File: src/rtl/pipeline_hazard_ctrl_pkg.sv
// ============================================================================
// Module      : pipeline_hazard_ctrl_pkg
// Description : Shared types for the pipeline hazard controller: FSM state,
//               forwarding select encoding and register-address width.
//               Optional feature macro: HAZARD_FORWARDING_EN
// Revision    : 1.0 - initial release
// ============================================================================
`default_nettype none

package pipeline_hazard_ctrl_pkg;

    localparam int REG_ADDR = 5;
    localparam int CNT_W    = 16;

    typedef enum logic [1:0] {
        RUN     = 2'd0,
        FLUSH   = 2'd1,
        MEMWAIT = 2'd2
    } state_t;

    typedef enum logic [1:0] {
        FWD_RF = 2'b00,
        FWD_EX = 2'b01,
        FWD_MA = 2'b10
    } fwd_sel_t;

endpackage

`default_nettype wire

File: src/rtl/pipeline_hazard_ctrl_hazard_compare.sv
// ============================================================================
// Module      : hazard_compare
// Description : Per-operand RAW comparison against EX and MA destinations;
//               yields the forwarding select and a stall request.
//               Optional feature macro: HAZARD_FORWARDING_EN
// Revision    : 1.0 - initial release
// ============================================================================
`default_nettype none

module hazard_compare
    import pipeline_hazard_ctrl_pkg::*;
(
    input  logic [REG_ADDR-1:0] i_rs,
    input  logic                i_rs_used,
    input  logic [REG_ADDR-1:0] i_ex_rd,
    input  logic                i_ex_reg_wr,
    input  logic                i_ex_mem_rd,
    input  logic [REG_ADDR-1:0] i_ma_rd,
    input  logic                i_ma_reg_wr,
    output fwd_sel_t            o_fwd_sel,
    output logic                o_stall_req
);

    logic w_rs_nz;
    logic w_ex_match;
    logic w_ma_match;

    // rs != 0 together with equality also excludes rd == x0
    assign w_rs_nz    = (i_rs != '0);
    assign w_ex_match = w_rs_nz && i_ex_reg_wr && (i_ex_rd == i_rs);
    assign w_ma_match = w_rs_nz && i_ma_reg_wr && (i_ma_rd == i_rs);

`ifdef HAZARD_FORWARDING_EN
    // A load in EX has no result yet, so only a non-load EX producer forwards
    assign o_stall_req = i_rs_used && w_ex_match && i_ex_mem_rd;

    always_comb begin
        o_fwd_sel = FWD_RF;
        if (w_ex_match && !i_ex_mem_rd) begin
            o_fwd_sel = FWD_EX;
        end else if (w_ma_match) begin
            o_fwd_sel = FWD_MA;
        end
    end
`else
    logic w_unused_mem_rd;

    assign w_unused_mem_rd = i_ex_mem_rd;
    assign o_stall_req     = i_rs_used && (w_ex_match || w_ma_match);
    assign o_fwd_sel       = FWD_RF;
`endif

endmodule

`default_nettype wire

File: src/rtl/pipeline_hazard_ctrl.sv
// ============================================================================
// Module      : pipeline_hazard_ctrl
// Description : Stall/flush/forwarding controller for a 5-stage pipeline with
//               saturating stall and flush event counters.
//               Optional feature macro: HAZARD_FORWARDING_EN
// Revision    : 1.0 - initial release
// ============================================================================
`default_nettype none

module pipeline_hazard_ctrl
    import pipeline_hazard_ctrl_pkg::*;
(
    input  logic                clk,
    input  logic                rst,
    input  logic                clk_en,
    input  logic [REG_ADDR-1:0] i_id_rs1,
    input  logic [REG_ADDR-1:0] i_id_rs2,
    input  logic                i_id_rs1_used,
    input  logic                i_id_rs2_used,
    input  logic [REG_ADDR-1:0] i_ex_rd,
    input  logic                i_ex_reg_wr,
    input  logic                i_ex_mem_rd,
    input  logic [REG_ADDR-1:0] i_ma_rd,
    input  logic                i_ma_reg_wr,
    input  logic                i_ex_redirect,
    input  logic                i_dmem_busy,
    output logic                o_pc_stall,
    output logic                o_if_stall,
    output logic                o_id_bubble,
    output logic                o_if_flush,
    output logic                o_id_flush,
    output logic                o_ex_stall,
    output logic [1:0]          o_fwd_a,
    output logic [1:0]          o_fwd_b,
    output logic [CNT_W-1:0]    o_stall_cnt,
    output logic [CNT_W-1:0]    o_flush_cnt
);

    localparam logic [CNT_W-1:0] c_CNT_MAX = {CNT_W{1'b1}};

    state_t           r_state;
    state_t           w_next_state;
    logic [CNT_W-1:0] r_stall_cnt;
    logic [CNT_W-1:0] r_flush_cnt;
    fwd_sel_t         w_fwd_a;
    fwd_sel_t         w_fwd_b;
    logic             w_stall_a;
    logic             w_stall_b;
    logic             w_hazard;
    logic             w_redirect_acc;
    logic             w_any_stall;

    hazard_compare u_cmp_a (
        .i_rs        (i_id_rs1),
        .i_rs_used   (i_id_rs1_used),
        .i_ex_rd     (i_ex_rd),
        .i_ex_reg_wr (i_ex_reg_wr),
        .i_ex_mem_rd (i_ex_mem_rd),
        .i_ma_rd     (i_ma_rd),
        .i_ma_reg_wr (i_ma_reg_wr),
        .o_fwd_sel   (w_fwd_a),
        .o_stall_req (w_stall_a)
    );

    hazard_compare u_cmp_b (
        .i_rs        (i_id_rs2),
        .i_rs_used   (i_id_rs2_used),
        .i_ex_rd     (i_ex_rd),
        .i_ex_reg_wr (i_ex_reg_wr),
        .i_ex_mem_rd (i_ex_mem_rd),
        .i_ma_rd     (i_ma_rd),
        .i_ma_reg_wr (i_ma_reg_wr),
        .o_fwd_sel   (w_fwd_b),
        .o_stall_req (w_stall_b)
    );

    assign w_hazard = w_stall_a || w_stall_b;
    assign o_fwd_a  = rst ? FWD_RF : w_fwd_a;
    assign o_fwd_b  = rst ? FWD_RF : w_fwd_b;

    // Priority: reset, memory wait, FLUSH tail, redirect, data hazard.
    // MEMWAIT with memory ready falls through and is evaluated like RUN.
    always_comb begin
        o_pc_stall     = 1'b0;
        o_if_stall     = 1'b0;
        o_id_bubble    = 1'b0;
        o_if_flush     = 1'b0;
        o_id_flush     = 1'b0;
        o_ex_stall     = 1'b0;
        w_redirect_acc = 1'b0;
        w_next_state   = RUN;
        if (rst) begin
            w_next_state = RUN;
        end else if (i_dmem_busy) begin
            o_pc_stall   = 1'b1;
            o_if_stall   = 1'b1;
            o_ex_stall   = 1'b1;
            w_next_state = MEMWAIT;
        end else if (r_state == FLUSH) begin
            // ID already holds a squashed slot; only the in-flight fetch is dropped
            o_if_flush = 1'b1;
            if (i_ex_redirect) begin
                w_redirect_acc = 1'b1;
                w_next_state   = FLUSH;
            end
        end else if (i_ex_redirect) begin
            o_if_flush     = 1'b1;
            o_id_flush     = 1'b1;
            w_redirect_acc = 1'b1;
            w_next_state   = FLUSH;
        end else if (w_hazard) begin
            o_pc_stall  = 1'b1;
            o_if_stall  = 1'b1;
            o_id_bubble = 1'b1;
        end
    end

    assign w_any_stall = o_pc_stall || o_if_stall || o_ex_stall;

    always_ff @(posedge clk) begin
        if (rst) begin
            r_state     <= RUN;
            r_stall_cnt <= '0;
            r_flush_cnt <= '0;
        end else if (clk_en) begin
            r_state <= w_next_state;
            if (w_any_stall && (r_stall_cnt != c_CNT_MAX)) begin
                r_stall_cnt <= r_stall_cnt + 1'b1;
            end
            if (w_redirect_acc && (r_flush_cnt != c_CNT_MAX)) begin
                r_flush_cnt <= r_flush_cnt + 1'b1;
            end
        end
    end

    assign o_stall_cnt = r_stall_cnt;
    assign o_flush_cnt = r_flush_cnt;

endmodule

`default_nettype wire

File: config.mk
export PLATFORM = sky130hd
export DESIGN_NAME = pipeline_hazard_ctrl
export DESIGN_NICKNAME = d
export VERILOG_FILES = /design/src/rtl/pipeline_hazard_ctrl_pkg.sv /design/src/rtl/pipeline_hazard_ctrl_hazard_compare.sv /design/src/rtl/pipeline_hazard_ctrl.sv
export SDC_FILE = /design/constraint.sdc
export NUM_CORES = 1
export LEC_CHECK = 0
export CELL_PAD_IN_SITES_DETAIL_PLACEMENT = 0
export CELL_PAD_IN_SITES_GLOBAL_PLACEMENT = 1
export CORE_ASPECT_RATIO = 1.25
export CORE_MARGIN = 3
export CORE_UTILIZATION = 26
export DETAILED_ROUTE_END_ITERATION = 16
export GPL_TIMING_DRIVEN = 0
export HOLD_SLACK_MARGIN = 0.15
export PLACE_DENSITY_LB_ADDON = 0.1
export SKIP_LAST_GASP = 1
export SLEW_MARGIN = 0
export SYNTH_ARGS = -nofsm -noshare
export SYNTH_HDL_FRONTEND = slang
export SYNTH_SLANG_ARGS = --single-unit
File: constraint.sdc
create_clock -name clk -period 3.8 [get_ports clk]
set_clock_uncertainty 0.15 [all_clocks]
set_input_delay 0.38 -clock clk [delete_from_list [all_inputs] [get_ports clk]]
set_output_delay 0.38 -clock clk [all_outputs]
set_load 0.05 [all_outputs]
Word-level counts from Yosys, hierarchy flattened:

Index checks and enable logic that the tools add are counted.

* flip-flop bits (word level): 34
* bits in latches: 0
* bits in writable memories: 0
* bits in read-only memories: 0
* input port bits: 30
* word-level logic and storage cells: 52
* memories: 0

* $add $sub $neg: 2
* multiply operators: 0
* div/mod/pow operators: 0
* $lt $le $gt $ge: 0
* equality and inequality tests: 7
* shift-type cells: 0
* multiplexer cells: 20
* bitwise operators: 0
* reductions and logical operators: 20

Operator list (number)
* 16-bit by 1-bit adder with 16-bit output (second input constant): 2
* 16-bit != test (second input constant): 2
* 5-bit == test: 4
* 1-bit 2-to-1 mux: 19
* 1-bit logical AND: 12
* 5-bit nonzero test: 2
* 1-bit logical OR: 4
* 2-bit AND reduction: 2
* 2-bit by 1-bit == test with 1-bit output (second input constant): 1
* 2-bit 2-to-1 mux: 1

Depth between registers and ports, before layout:

Gate-level depths: netlist of the first run.

* depth in word-level cells: 14
* gate-level depth with buffers: 10

Cells and area by module:

From an unflattened synthesis of the first run, not the netlist that was laid out.

* cells, all modules: 247
* area, all modules: 2082.0 sq um

By module, submodules not included
* pipeline_hazard_ctrl: times used 1, cells an instance 207, area an instance 1776.7 sq um, seq. area each 680.7 sq um
* hazard_compare: times used 2, cells an instance 20, area an instance 152.6 sq um, seq. area each 0.0 sq um

Worst setup path before layout of the first run:

OpenSTA, ideal clock, no wires.

* path kind: input to output
* start point: input rst
* end point: output o_id_flush
* data arrival time: 2226 ps
* path slack: 1044 ps
* cell stages on the path: 2
* path buffers: 1
* cell sequence: clkbuf_1 nor4b_1

* longest elaborated chain between the ends: 1

Ends and longest elaborated chain
* start: declaration: line pipeline_hazard_ctrl.sv:14 `input logic rst,`
* 1-bit 2-to-1 mux: line pipeline_hazard_ctrl.sv:92 `if (rst) begin`
* end: declaration: line pipeline_hazard_ctrl.sv:31 `output logic o_id_flush,`

Every way passes these cells.

Worst setup path after layout of the first run:

* start point: input i_id_rs2[3]
* end point: output o_pc_stall

* longest elaborated chain between the ends: 11

Ends and longest elaborated chain
* start: declaration: line pipeline_hazard_ctrl.sv:17 `input logic [REG_ADDR-1:0] i_id_rs2,`
* 5-bit nonzero test: line pipeline_hazard_ctrl_hazard_compare.sv:29 `assign w_rs_nz = (i_rs != '0);`
* 1-bit logical AND (on tied branches) (2 in a row): line pipeline_hazard_ctrl_hazard_compare.sv:30, pipeline_hazard_ctrl_hazard_compare.sv:31
* 1-bit logical OR *: line pipeline_hazard_ctrl_hazard_compare.sv:49 `assign o_stall_req = i_rs_used && (w_ex_match || w_ma_match);`
* 1-bit logical AND *: line pipeline_hazard_ctrl_hazard_compare.sv:49
* 1-bit logical OR *: line pipeline_hazard_ctrl.sv:77 `assign w_hazard = w_stall_a || w_stall_b;`
* 1-bit 2-to-1 mux *: line pipeline_hazard_ctrl.sv:111 `end else if (w_hazard) begin`
* 1-bit 2-to-1 mux *: line pipeline_hazard_ctrl.sv:106 `end else if (i_ex_redirect) begin`
* 1-bit 2-to-1 mux *: line pipeline_hazard_ctrl.sv:99 `end else if (r_state == FLUSH) begin`
* 1-bit 2-to-1 mux *: line pipeline_hazard_ctrl.sv:94 `end else if (i_dmem_busy) begin`
* 1-bit 2-to-1 mux *: line pipeline_hazard_ctrl.sv:92
* end: declaration: line pipeline_hazard_ctrl.sv:27 `output logic o_pc_stall,`

Mark *: on every way between the ends. The rest lies on a longest branch, timed or not.

==> results of run 1 <==
==> layout make-up <==
cell class	count	area, sq um
fill	753	4280
multi-input combinational	182	1180
sequential	34	681
timing repair buffer	66	661
tap	90	113
clock buffer	6	82.6
buffer	12	82.6
clock inverter	2	12.5
inverter	3	11.3
==> logic make-up after synthesis <==
| kind of cell | Yosys count | share of synthesized area |
|---|---|---|
| DFF | 34 | 0.350 |
| AOI/OAI and AO/OA | 38 | 0.125 |
| muxes | 5 | 0.0290 |
| other | 1 | 0.00193 |
| buffers and inverters | 15 | 0.0483 |
| xor gates and xnor gates | 34 | 0.153 |
| adders and majority gates | 2 | 0.0129 |
| and+or+nand+nor | 99 | 0.280 |
==> registers in the layout (all words and copies together), names as in the netlist <==
| register | flops |
|---|---|
| r_state | 2 |
| o_flush_cnt | 16 |
| o_stall_cnt | 16 |
==> metal layers <==
layer	track usage	wire, um	vias up
met1	0.150	2280	839
met4	0.0428	51	0
met5	0	0	-
met3	0.0312	290	4
li1	-	-	960
met2	0.206	2560	54
==> Yosys cell counts (all sizes together) <==
library cell  count
dfxtp            34
nor2             28
xor2             26
a21oi            15
o21ai            14
nand3            11
or3              11
nand2            10
buf               9
xnor2             8
nand4             7
and3              5
and4              5
nor4              5
or4               5
nor2b             4
and2              3
clkbuf            3
inv               3
mux2i             3
nor3              3
o31ai             3
a32oi             2
ha                2
mux2              2
a31oi             1
a41oi             1
conb              1
nand2b            1
nor4b             1
o211ai            1
o22ai             1
==> through the flow <==
step	hold WS [ns]	setup WS [ns]	cells
3_3_place_gp	0.324	0.356	387
5_1_grt	0.401	0.263	395
6_report	0.345	0.420	395
2_1_floorplan	0.303	1.04	231
4_1_cts	0.354	0.370	395
3_5_place_dp	0.334	0.380	387
==> worst paths after layout <==
check                                       to  slack, ns  cells after the start
worst max-delay path                o_pc_stall       0.42                      9
worst min-delay path                r_state[0]       0.34                      2
worst max register to register  o_stall_cnt[1]       1.23                     10
worst min register to register      r_state[0]       0.34                      2
==> power by group through the flow <==
stage	logic [uW]	registers, uW	clock network [uW]
2_1_floorplan	64.3	375	0
3_3_place_gp	128	369	0
3_5_place_dp	127	370	0
4_1_cts	128	361	295
5_1_grt	137	361	311
6_report	126	361	281
==> critical path, stage by stage <==
cell and delay, ns:
sky130_fd_sc_hd__clkdlybuf4s50_1 0.48, sky130_fd_sc_hd__xor2_1 0.18, sky130_fd_sc_hd__nor4_2 0.31, sky130_fd_sc_hd__a32oi_1 0.16, sky130_fd_sc_hd__o22ai_2 0.22, sky130_fd_sc_hd__nand2_1 0.12, sky130_fd_sc_hd__nand2b_1 0.11, sky130_fd_sc_hd__buf_4 0.10
sky130_fd_sc_hd__clkdlybuf4s50_1 0.78
==> cell usage in the layout, fill, tap and decap left out, types with 2 or more instances in the layout <==
cell,netlist,final
sky130_fd_sc_hd__buf_4,6,6
sky130_fd_sc_hd__clkdlybuf4s50_1,0,66
sky130_fd_sc_hd__mux2i_1,3,3
sky130_fd_sc_hd__nor2_1,27,27
sky130_fd_sc_hd__conb_1,1,4
sky130_fd_sc_hd__buf_6,2,2
sky130_fd_sc_hd__and2_1,2,2
sky130_fd_sc_hd__clkbuf_1,3,3
sky130_fd_sc_hd__xor2_1,26,26
sky130_fd_sc_hd__nand4_1,7,7
sky130_fd_sc_hd__or3_1,11,11
sky130_fd_sc_hd__nor4_1,4,4
sky130_fd_sc_hd__and4_1,5,5
sky130_fd_sc_hd__clkbuf_8,0,6
sky130_fd_sc_hd__nand3_1,11,11
sky130_fd_sc_hd__ha_1,2,2
sky130_fd_sc_hd__o21ai_1,7,7
sky130_fd_sc_hd__o21ai_0,7,7
sky130_fd_sc_hd__a21oi_1,15,15
sky130_fd_sc_hd__and3_1,4,4
sky130_fd_sc_hd__o31ai_1,3,3
sky130_fd_sc_hd__nor2b_1,4,4
sky130_fd_sc_hd__dfxtp_1,34,34
sky130_fd_sc_hd__inv_1,3,3
sky130_fd_sc_hd__a32oi_1,2,2
sky130_fd_sc_hd__xnor2_1,8,8
sky130_fd_sc_hd__nor3_1,3,3
sky130_fd_sc_hd__nand2_1,10,10
sky130_fd_sc_hd__or4_1,5,5
==> flow_summary.json, run 1 <==
{
  "vias_in_the_first_global_route": 1768,
  "initial_core_util": 0.274,
  "cts_root_buf": "sky130_fd_sc_hd__clkbuf_8",
  "detail_route.vias_per_cell": 4.70,
  "yosys_register_bits": 34,
  "fin_util": 0.397,
  "timing.critical_path.from": "i_id_rs2[3]",
  "grt_start_max_net_pins": 12,
  "hold_path_class": "register to register",
  "yosys-top-cells-area": "sky130_fd_sc_hd__dfxtp_1, sky130_fd_sc_hd__xor2_1, sky130_fd_sc_hd__nor2_1, sky130_fd_sc_hd__a21oi_1, sky130_fd_sc_hd__xnor2_1",
  "max_clock_freq_mhz": 296,
  "clkSlewWorstSetupHoldPaths_ns": 0.06,
  "critical_path.startpoint_type": "input port",
  "totalNegativeSetupSlack_ns": 0,
  "run_status": "finished clean",
  "power.switching_uw": 205,
  "p_per_area_nw_per_um2": 272,
  "required_ns": 3.27,
  "dp.final_hpwl_um": 3990,
  "worst_hold_startpoint": "r_state[0]",
  "post_cts_hold_buffer_count": 0,
  "floorplan.die.width_um": 83.3,
  "router_iterations_before_antenna_repair": 4,
  "drv_slew": 0,
  "yosys.cell_types.count": 40,
  "fin_area_sq_um": 2820,
  "grt_setup_unrepaired": "false",
  "cts_tree": "done",
  "r2r_start": "o_stall_cnt[0]",
  "post_route_cells_drive_above_1_share": 0.0820,
  "yosysWarnings": 0,
  "cellInternalPower_uw": 562,
  "design_power_total_uw": 768,
  "post_cts_buffers": 0,
  "peakVddDrop_mv": 0.155,
  "port_buffers": 66,
  "clock_insertion_delay_worst_skew_ns": 0.28,
  "routed_wirelength_um": 5180,
  "tightest_slew_ns": 0.561,
  "fin_nets": 336,
  "top_level_ports": 72,
  "pwr-share-comb": 0.164,
  "fin_crit_sh": 0.890,
  "wl_per_cell_um": 13.1,
  "syn_avg_cell_area_sq_um": 8.53,
  "p_leak_uw": 0.000975,
  "timing.final.hold_violations": 0,
  "seq_area_frac_synth": 0.350,
  "synth_area_leader_cell": "sky130_fd_sc_hd__dfxtp_1",
  "cts-root-to-sink-buffers": 2,
  "gp_congestion": 0.755,
  "ctsHtreeMaxLevel": 2,
  "dpl-instance-area_sq_um": 2730,
  "vias": 1857,
  "diodes": 0,
  "synth_top_cell_area_share": 0.350,
  "route.antenna.remaining_nets": 0,
  "netlist_instances": 228,
  "global_route.overflow_total": 0,
  "core_area_sq_um": 7100,
  "layout-area-overhead-vs-synth_pct": 45.2,
  "fp.dieArea_sq_um": 8560,
  "fin_crit_period_ns": 3.38,
  "core.rowCount": 34,
  "timing.critical_path.to_type": "output pin",
  "die_h_um": 103,
  "grt_first_pass_wirelength_um": 8480,
  "cts_sinks": 34,
  "power_frac_seq": 0.470,
  "criticalPathCategory": "input port to output pin",
  "setup_violations": 0,
  "max_cap_viol_count": 0,
  "power.switching_fraction": 0.267,
  "cts_repair_resizes": 0,
  "post-route-drc-count": 0,
  "antenna_found_initial": 0,
  "crit_path_max_fanout": 3,
  "pwr-share-clk": 0.366,
  "cts_made_buffers": 5,
  "worst-endpoint-arrival_ns": 2.85,
  "post_synth_design_cell_area_sq_um": 1940,
  "slew_limit_headroom": 0.622,
  "track_usage": 0.121,
  "drt_iter0_drc": 38
}
No activity file was read; power rests on OpenSTA's default activity.
==> inputs of run 2 (changes only) <==
==> constraint.sdc (replaced) <==
create_clock -name clk -period 3.82 [get_ports clk]
set_clock_uncertainty 0.15 [all_clocks]
set_input_delay 0.382 -clock clk [delete_from_list [all_inputs] [get_ports clk]]
set_output_delay 0.382 -clock clk [all_outputs]
set_load 0.05 [all_outputs]
==> results of run 2 <==
The final DEF is identical to that of run 1. Status: finished clean.
Among the figures that moved: setup slack after placement 0.380 ns -> 0.396 ns; setup slack after layout 0.420 ns -> 0.436 ns; register-to-register setup slack 1.23 ns -> 1.25 ns; total power 768 uW -> 764 uW; worst IR drop on VDD 0.155 mV -> 0.154 mV
==> inputs of run 3 (changes only) <==
--- a/config.mk
+++ b/config.mk
@@ -5,11 +5,13 @@
 export SDC_FILE = /design/constraint.sdc
 export NUM_CORES = 1
 export LEC_CHECK = 0
+export ABC_AREA = 0
 export CELL_PAD_IN_SITES_DETAIL_PLACEMENT = 0
 export CELL_PAD_IN_SITES_GLOBAL_PLACEMENT = 1
 export CORE_ASPECT_RATIO = 1.25
 export CORE_MARGIN = 3
 export CORE_UTILIZATION = 26
+export CTS_BUF_LIST = sky130_fd_sc_hd__clkbuf_8
 export DETAILED_ROUTE_END_ITERATION = 16
 export GPL_TIMING_DRIVEN = 0
 export HOLD_SLACK_MARGIN = 0.15
==> results of run 3 <==
The final DEF is identical to that of run 1. Status: finished clean.
Among the figures that moved: setup slack after placement 0.380 ns -> 0.396 ns; setup slack after layout 0.420 ns -> 0.436 ns; register-to-register setup slack 1.23 ns -> 1.25 ns; total power 768 uW -> 764 uW; worst IR drop on VDD 0.155 mV -> 0.154 mV
